### src/rtl/mem_arb_pkg.sv
// Shared encodings for the memory-port arbiter: AHB-lite HTRANS/HSIZE
// values and the data-phase owner state enum.
package mem_arb_pkg;

  localparam logic [1:0] HTRANS_IDLE   = 2'b00;
  localparam logic [1:0] HTRANS_NONSEQ = 2'b10;

  localparam logic [2:0] HSIZE_BYTE = 3'b000;
  localparam logic [2:0] HSIZE_HALF = 3'b001;
  localparam logic [2:0] HSIZE_WORD = 3'b010;

  // Owner of the AHB data phase currently in flight.
  typedef enum logic [1:0] {
    ST_IDLE   = 2'd0,
    ST_DATA_I = 2'd1,
    ST_DATA_D = 2'd2
  } owner_e;

  // Load/store size code to HSIZE: a plain zero-extension of the 2-bit code.
  function automatic logic [2:0] hsize_of(input logic [1:0] size);
    case (size)
      2'd0:    hsize_of = HSIZE_BYTE;
      2'd1:    hsize_of = HSIZE_HALF;
      2'd2:    hsize_of = HSIZE_WORD;
      default: hsize_of = {1'b0, size};
    endcase
  endfunction

endpackage

### src/rtl/arb_pick.sv
// Two-way winner selection between the fetch (I) and load/store (D)
// requesters. Build option: MEM_PORT_ARB_FAIR_EN selects round-robin on a
// tie (the requester not granted last wins); otherwise D always wins.
module arb_pick (
  input  logic i_req,
  input  logic d_req,
  input  logic last_d,
  output logic win_d
);

`ifdef MEM_PORT_ARB_FAIR_EN
  // On a tie, D wins unless D was the last one granted.
  assign win_d = d_req & (~i_req | ~last_d);
`else
  // Fixed priority: the data access belongs to the older instruction.
  logic unused_last_d;
  assign unused_last_d = last_d;
  assign win_d = d_req;
`endif

endmodule

### src/rtl/mem_port_arb.sv
// Arbitrates an instruction-fetch port and a load/store port onto one
// AHB-lite master. Address phase of the winner overlaps the data phase of
// the previous transfer; a wait counter flags a stalled slave on ERR.
// Build option: MEM_PORT_ARB_FAIR_EN enables round-robin tie breaking.
//
// Handshake: a requester holds REQ with its address; GNT (combinational,
// winner AND M_HREADY) marks the cycle its address is taken. Exactly one
// cycle with VALID high follows, in the first M_HREADY-high cycle of the
// data phase, with RDATA passed straight from M_HRDATA. REQ may change or
// drop freely before GNT.
module mem_port_arb
  import mem_arb_pkg::*;
#(
  parameter int TIMEOUT = 255
) (
  input  logic        CLK,
  input  logic        RES,
  input  logic        I_REQ,
  input  logic [31:0] I_ADDR,
  output logic        I_GNT,
  output logic        I_VALID,
  output logic [31:0] I_RDATA,
  input  logic        D_REQ,
  input  logic        D_WE,
  input  logic [1:0]  D_SIZE,
  input  logic [31:0] D_ADDR,
  input  logic [31:0] D_WDATA,
  output logic        D_GNT,
  output logic        D_VALID,
  output logic [31:0] D_RDATA,
  output logic [31:0] M_HADDR,
  output logic [1:0]  M_HTRANS,
  output logic        M_HWRITE,
  output logic [2:0]  M_HSIZE,
  output logic [31:0] M_HWDATA,
  input  logic [31:0] M_HRDATA,
  input  logic        M_HREADY,
  output logic        ERR,
  output owner_e      DBG_STATE
);

  localparam int CW = (TIMEOUT < 1) ? 1 : $clog2(TIMEOUT + 1);
  localparam logic [CW-1:0] CNT_MAX = CW'(TIMEOUT);

  owner_e        state_q, state_d;
  logic [CW-1:0] cnt_q, cnt_d;
  logic          err_q;
  logic [31:0]   hwdata_q;
  logic          active, win_d, last_d, stall;

  // Any request outside reset drives an address phase.
  assign active = (I_REQ | D_REQ) & ~RES;
  assign stall  = (state_q != ST_IDLE) & ~M_HREADY;

  arb_pick u_pick (
    .i_req  (I_REQ),
    .d_req  (D_REQ),
    .last_d (last_d),
    .win_d  (win_d)
  );

`ifdef MEM_PORT_ARB_FAIR_EN
  logic last_d_q;
  // Remember which requester took the most recent grant; resets to I.
  always_ff @(posedge CLK or posedge RES) begin
    if (RES)                last_d_q <= 1'b0;
    else if (I_GNT | D_GNT) last_d_q <= win_d;
  end
  assign last_d = last_d_q;
`else
  assign last_d = 1'b0;
`endif

  assign I_GNT = active & ~win_d & M_HREADY;
  assign D_GNT = active &  win_d & M_HREADY;

  // Address-phase signals for the current winner, IDLE and zero otherwise.
  always_comb begin
    M_HTRANS = HTRANS_IDLE;
    M_HADDR  = '0;
    M_HWRITE = 1'b0;
    M_HSIZE  = '0;
    if (active) begin
      M_HTRANS = HTRANS_NONSEQ;
      if (win_d) begin
        M_HADDR  = D_ADDR;
        M_HWRITE = D_WE;
        M_HSIZE  = hsize_of(D_SIZE);
      end else begin
        M_HADDR  = I_ADDR;
        M_HSIZE  = HSIZE_WORD;
      end
    end
  end

  // Next data-phase owner: new grant, else idle once the slave is ready.
  always_comb begin
    state_d = state_q;
    if (I_GNT)         state_d = ST_DATA_I;
    else if (D_GNT)    state_d = ST_DATA_D;
    else if (M_HREADY) state_d = ST_IDLE;
  end

  // Wait counter: cleared on ready, saturating count of stalled cycles.
  always_comb begin
    cnt_d = cnt_q;
    if (M_HREADY)                      cnt_d = '0;
    else if (stall && cnt_q != CNT_MAX) cnt_d = cnt_q + 1'b1;
  end

  // State, wait counter and sticky error registers.
  always_ff @(posedge CLK or posedge RES) begin
    if (RES) begin
      state_q <= ST_IDLE;
      cnt_q   <= '0;
      err_q   <= 1'b0;
    end else begin
      state_q <= state_d;
      cnt_q   <= cnt_d;
      err_q   <= err_q | (stall && cnt_d == CNT_MAX);
    end
  end

  // Store data captured at D grant, held for the whole data phase.
  always_ff @(posedge CLK or posedge RES) begin
    if (RES)        hwdata_q <= '0;
    else if (D_GNT) hwdata_q <= D_WDATA;
  end

  assign M_HWDATA  = hwdata_q;
  assign I_VALID   = (state_q == ST_DATA_I) & M_HREADY & ~RES;
  assign D_VALID   = (state_q == ST_DATA_D) & M_HREADY & ~RES;
  assign I_RDATA   = M_HRDATA;
  assign D_RDATA   = M_HRDATA;
  assign ERR       = err_q;
  assign DBG_STATE = state_q;

endmodule

### config.mk
export PLATFORM = sky130hd
export DESIGN_NAME = mem_port_arb
export DESIGN_NICKNAME = d
export VERILOG_FILES = /design/src/rtl/mem_arb_pkg.sv /design/src/rtl/arb_pick.sv /design/src/rtl/mem_port_arb.sv
export SDC_FILE = /design/constraint.sdc
export NUM_CORES = 1
export LEC_CHECK = 0
export CAP_MARGIN = 25
export CORE_AREA = 2 2 108 110
export CTS_BUF_LIST = sky130_fd_sc_hd__clkbuf_4
export DETAILED_ROUTE_END_ITERATION = 10
export DIE_AREA = 0 0 110 112
export PLACE_DENSITY = 0.7
export SLEW_MARGIN = 10
export SYNTH_ARGS = -nofsm -noshare
export SYNTH_HDL_FRONTEND = slang
export SYNTH_SLANG_ARGS = --single-unit
export TNS_END_PERCENT = 5
### constraint.sdc
create_clock -name CLK -period 4.3 [get_ports CLK]
set_clock_uncertainty 0.15 [all_clocks]
set_input_delay 0.86 -clock CLK [delete_from_list [all_inputs] [get_ports CLK]]
set_output_delay 0.86 -clock CLK [all_outputs]
set_load 0.005 [all_outputs]
==> metrics.cfg, run 1 <==
[floorplanning]
initial_core_util_pct = 26.4
coreArea_sq_um = 11200
rows = 39
ios = 277
dieArea_sq_um = 12300
die-width_um = 110
die_y_um = 112

[worst_setup_path]
slowest_stage = clkdlybuf4s50_1
path_max_fanout = 34
end_kind = output port
worstSetupPathType = input port to output port
path_cells = clkdlybuf4s50_1, inv_2, o21ai_2, buf_4, nor2_1, clkdlybuf4s50_1
arrival_ns = 2.52
cp_slowest_stage_delay_ns = 0.52
start_kind = input port
crit_top_cell = clkdlybuf4s50_1
required_ns = 3.29
reg2regPathDepth = 6

[global_route]
grt_max_degree = 39
grtUsageTotal_pct = 12.6
antenna_found_initial = 0
grt_pass1_vias = 2477
grt_pass1_wl_mm = 12.4
gr-total-overflow = 0

[sta]
setup_violations = 0
rsz0062_at_grt = no
finalMaxSlewViolations = 0
tightestPinTransition_ns = 0.503
setup_ws_ns = 0.769
final.min_clock_period_ns = 3.53
slew-limit-headroom_pct = 66.5
hold_violations = 0
tns_ns = 0
fmax_mhz = 283
min_period_over_period_pct = 82.1

[pwr]
finalPower_mw = 1.16
powerDensity_nw_per_um2 = 260
p_leak_nw = 1.83
peakVddDrop_uv = 186

[drt]
via_per_inst = 4.29
drtAntennaViolNets = 0
wl_per_cell_um = 14.3
drt_first_pass_iters = 4
drcViolationCount = 0
drt_iter0_drc = 71
wl_mm = 7.88
vias = 2362

[placed_design]
hpwl_mm = 6.25
placed_cell_area_sq_um = 4380
port_buffers = 178
dp_slack_ns = 0.756
gp_congestion = 0.788

[synthesis]
synthCells = 295
synth-seq-cells = 43
synth_compound_area_share_pct = 3.77
synth.area.mux_share_pct = 24.9
synthArstFlopShare_pct = 100
synth_edf_count = 0
synth_warnings = 0
ys_seq_area_share_pct = 36.4
ys_types = 43
synth_top_family_by_area = multiplexers
synthXorXnorAreaFrac_pct = 1.19
synth_top_area_cell = dfrtp_1
netlist_top_cells_area = dfrtp_1 36%, buf_4 17%, mux2i_1 12%
synth.avg_cell_area_sq_um = 10.0
syn-cell-area_sq_um = 2950
synth-main-ff-cell = dfrtp_1
synth-simple-area-share_pct = 12.9
synth_adder_area_share_pct = 0.424
yosys.area.top_type_share_pct = 36.4

[finish]
final_area_sq_um = 4460
nets = 543
finish.utilization_pct = 39.9
multi_input_area_sq_um = 1290
drive_gt1_share_pct = 14.3
area_delta_synth_final_pct = 51.1
n_fill_cell = 1052
seq_area_sq_um = 1080
diodes = 0

[cts]
cts_resized = 0
cts.clk_slew.worst_paths_ns = 0.12
htreeDepth = 2
cts_hold_buf = 0
clock_sinks = 43
postCtsSetupBuffers = 0
insertion_delay_ns = 0.36
cts_root_buf = clkbuf_4
numCtsBuffers = 5
cts_buffer_depth = 2
cts_tree = done

[min_path]
min_path_type = register to register
holdPathStages = 2

[flow_run]
drv_cap = 0

[run_status]
status = complete, no violations

==> flip-flops by register name, indices dropped and copies added, names as in the netlist <==
| name | cells |
|---|---|
| DBG_STATE | 2 |
| ERR | 1 |
| M_HWDATA | 32 |
| cnt_q | 8 |
==> metrics by stage <==
step	hold WS, ns	cells
5_1_grt	0.369	550
6_report	0.338	550
3_5_place_dp	0.300	542
2_1_floorplan	0.306	296
3_3_place_gp	0.303	542
4_1_cts	0.337	550
==> final cells by class <==
cell class	instances	share of cell area [%]
clock inverter	3	0.981
multi-input combinational	166	28.8
sequential	43	24.1
timing repair buffer	183	40.7
clock buffer	5	0.841
tap	143	4.01
inverter	7	0.589
==> final timing paths <==
check,start,end,slack [ns]
worst min-delay path,ERR$_DFF_PP0_,ERR$_DFF_PP0_,0.34
worst min register to register,ERR$_DFF_PP0_,ERR$_DFF_PP0_,0.34
max in group asynchronous,RES,M_HWDATA[25]$_DFFE_PP0P_,2.65
worst max-delay path,RES,M_HADDR[4],0.77
min in group asynchronous,RES,DBG_STATE[0]$_DFFE_PP0P_,0.61
worst max register to register,cnt_q[0]$_DFF_PP0_,ERR$_DFF_PP0_,2.05
==> power by group <==
part	switching [mW]	internal, mW	total [mW]	leakage [nW]
clock network	0.138	0.122	0.260	0.0452
registers	0.0335	0.463	0.497	0.525
logic	0.120	0.282	0.402	1.26
==> layer usage <==
layer	GRT usage (%)	part of all wire, %	vias to the layer above
li1	-	-	1144
met1	14.8	39	1103
met2	21.8	52	106
met3	4.45	8.3	9
met4	2.87	0.84	0
met5	0	0	-
==> layout by cell type, fill, tap and decap left out, types with 3 or more instances in the layout <==
| master | netlist | routed |
|---|---|---|
| nor2_1 | 41 | 41 |
| nand3_1 | 5 | 5 |
| clkdlybuf4s50_1 | 0 | 177 |
| a21oi_1 | 3 | 3 |
| buf_4 | 67 | 5 |
| clkbuf_4 | 1 | 5 |
| mux2_2 | 32 | 32 |
| nor3_1 | 5 | 5 |
| xor2_1 | 3 | 3 |
| mux2i_1 | 36 | 36 |
| nand2_1 | 8 | 8 |
| inv_1 | 7 | 6 |
| dfrtp_1 | 43 | 43 |
==> kinds of logic after synthesis <==
kind of cell | count (synthesis)
buf+inv | 87
flops | 43
other cells | 1
compound gates | 14
fa+ha+maj | 1
xor+xnor | 4
simple gates | 76
mux | 69
==> worst max-delay path: cells and delay by family <==
| kind | cells | cell delay, ns |
|---|---|---|
| buf+inv | 4 | 1.41 |
| simple gates | 1 | 0.15 |
| compound gates | 1 | 0.08 |
==> synth_stat cells (2+ instances only) <==
cell type	number
mux2_2	32
mux2i_1	36
nand2b_1	2
a21oi_1	3
nor3_1	5
a31oi_1	2
buf_4	67
nand3_1	5
clkbuf_1	4
dfrtp_1	43
nor2_1	41
nand2_1	8
and3_1	2
buf_2	7
inv_1	7
nand4_1	2
xor2_1	3
No activity file was read; power rests on OpenSTA's default activity.
==> inputs of run 2 (changes only) <==
clock period = 3.5 ns   (was 4.3 ns; I/O delays follow)
==> metrics.cfg, run 2 (synthesized netlist as in run 1, its figures left out) <==
[worst_setup_path]
arrival_ns = 2.30  ; was 2.52 ns
start_kind = input port  ; unchanged
cp_top_family = buffers and inverters  ; unchanged
slowest_stage = clkdlybuf4s50_1  ; unchanged
crit_buf_inv = 4  ; unchanged
path_max_fanout = 34  ; unchanged
required_ns = 2.65  ; was 3.29 ns
crit_top_cell = clkdlybuf4s50_1  ; unchanged
cp_slowest_stage_delay_ns = 0.52  ; about the same
path_cells = clkdlybuf4s50_1, inv_2, o21ai_2, buf_4, nor2_1, clkdlybuf4s50_1  ; unchanged
end_kind = output port  ; unchanged
worstSetupPathType = input port to output port  ; unchanged

[drt]
wl_mm = 8.03  ; was 7.88 mm
vias = 2388  ; was 2362
drt_iter0_drc = 62  ; was 71
drt_first_pass_iters = 4  ; unchanged
via_per_inst = 4.34  ; was 4.29
wl_per_cell_um = 14.6  ; was 14.3 um
drcViolationCount = 0  ; unchanged
drtAntennaViolNets = 0  ; unchanged

[global_route]
grt_pass1_wl_mm = 12.5  ; was 12.4 mm
antenna_found_initial = 0  ; unchanged
gr-total-overflow = 0  ; unchanged
grt_pass1_vias = 2464  ; was 2477
grtUsageTotal_pct = 12.8  ; was 12.6%
grt_max_degree = 37  ; was 39

[placed_design]
hpwl_mm = 6.42  ; was 6.25 mm
port_buffers = 178  ; unchanged
dp_slack_ns = 0.358  ; was 0.756 ns
dp.cells = 543  ; was 542
gp_congestion = 0.743  ; was 0.788

[cts]
cts.clk_slew.worst_paths_ns = 0.11  ; was 0.12 ns
clock_sinks = 43  ; unchanged
cts_hold_buf = 0  ; unchanged
postCtsSetupBuffers = 0  ; unchanged
cts_resized = 0  ; unchanged
insertion_delay_ns = 0.35  ; was 0.36 ns
htreeDepth = 2  ; unchanged
cts_root_buf = clkbuf_4  ; unchanged
cts_buffer_depth = 2  ; unchanged
cts_tree = done  ; unchanged
numCtsBuffers = 5  ; unchanged

[sta]
min_period_over_period_pct = 89.9
tns_ns = 0  ; unchanged
rsz0062_at_grt = no  ; unchanged
setup_ws_ns = 0.354  ; was 0.769 ns
finalMaxSlewViolations = 0  ; unchanged
final.min_clock_period_ns = 3.15
fmax_mhz = 318
hold_violations = 0  ; unchanged
setup_violations = 0  ; unchanged

[flow_run]
drv_cap = 0  ; unchanged

[finish]
final_common_cell = clkdlybuf4s50_1  ; unchanged
largest_register_ffs = 32  ; unchanged
drive_gt1_share_pct = 14.3  ; unchanged
area_delta_synth_final_pct = 51.6  ; was 51.1%
finish.utilization_pct = 40.1  ; was 39.9%
finalNonFillerCells = 550  ; unchanged
mostFrequentLayoutCells = 177 x clkdlybuf4s50_1, 43 x dfrtp_1, 41 x nor2_1  ; unchanged
diodes = 0  ; unchanged
nets = 544  ; was 543
n_fill_cell = 1045  ; was 1052

[floorplanning]
ios = 277  ; unchanged
coreArea_sq_um = 11200  ; unchanged
initial_core_util_pct = 26.4  ; unchanged
die_y_um = 112  ; unchanged
die-width_um = 110  ; unchanged
rows = 39  ; unchanged
dieArea_sq_um = 12300  ; unchanged

[pwr]
powerDensity_nw_per_um2 = 318  ; was 260 nW/um^2
peakVddDrop_uv = 183  ; was 186 uV
p_leak_nw = 1.84  ; was 1.83 nW
finalPower_mw = 1.42  ; was 1.16 mW

[run_status]
status = complete, no violations  ; unchanged

[min_path]
min_path_type = register to register  ; unchanged

==> run 2: worst paths after layout <==
check,startpoint,to,slack (ns),cells past startpoint
worst max-delay path,RES,M_HADDR[28],0.35,6
min in group asynchronous,RES,DBG_STATE[0]$_DFFE_PP0P_,0.43,2
worst min-delay path,ERR$_DFF_PP0_,ERR$_DFF_PP0_,0.32,2
max in group asynchronous,RES,ERR$_DFF_PP0_,2.10,3
worst max register to register,cnt_q[0]$_DFF_PP0_,ERR$_DFF_PP0_,1.32,6
worst min register to register,ERR$_DFF_PP0_,ERR$_DFF_PP0_,0.32,2
==> run 2: worst reg2reg max path: stages (launching register included) <==
cell and delay [ns]:
dfrtp_1 0.49, ha_1 0.37, and4_4 0.23, a21oi_2 0.34, and4b_1 0.26, o21ai_2 0.07
o41ai_2 0.18
==> run 2: area by class of cell <==
class                   instances  area (sq um)  area share, %
clock buffers                   6          45.0           1.01
clock inverters                 1          30.0          0.671
flip-flops and latches         43          1080           24.0
inverters                       7          26.3          0.587
well taps                     143           179           4.00
repair buffers                184          1830           41.0
multi-input cells             166          1290           28.7
==> run 2: layer usage <==
metal  vias to the layer above  global-route usage [%]  routed length (um)
met5                         -                       0                   0
met4                         0                    3.12                  86
met3                        11                    4.04                 619
met2                       100                    22.2                4210
met1                      1126                    15.1                3120
li1                       1151                       -                   -
==> run 2: metrics by stage <==
stage	instance area, sq um	hold WS [ns]
floorplan	2960	0.306
global placement	4400	0.301
detailed placement	4400	0.295
CTS	4480	0.327
global route	4480	0.350
finish	4480	0.319
==> run 2: power by group <==
group	leakage [nW]	switching [mW]	internal (mW)
Sequential	0.525	0.0422	0.569
Clock	0.0417	0.159	0.155
Combinational	1.27	0.150	0.349
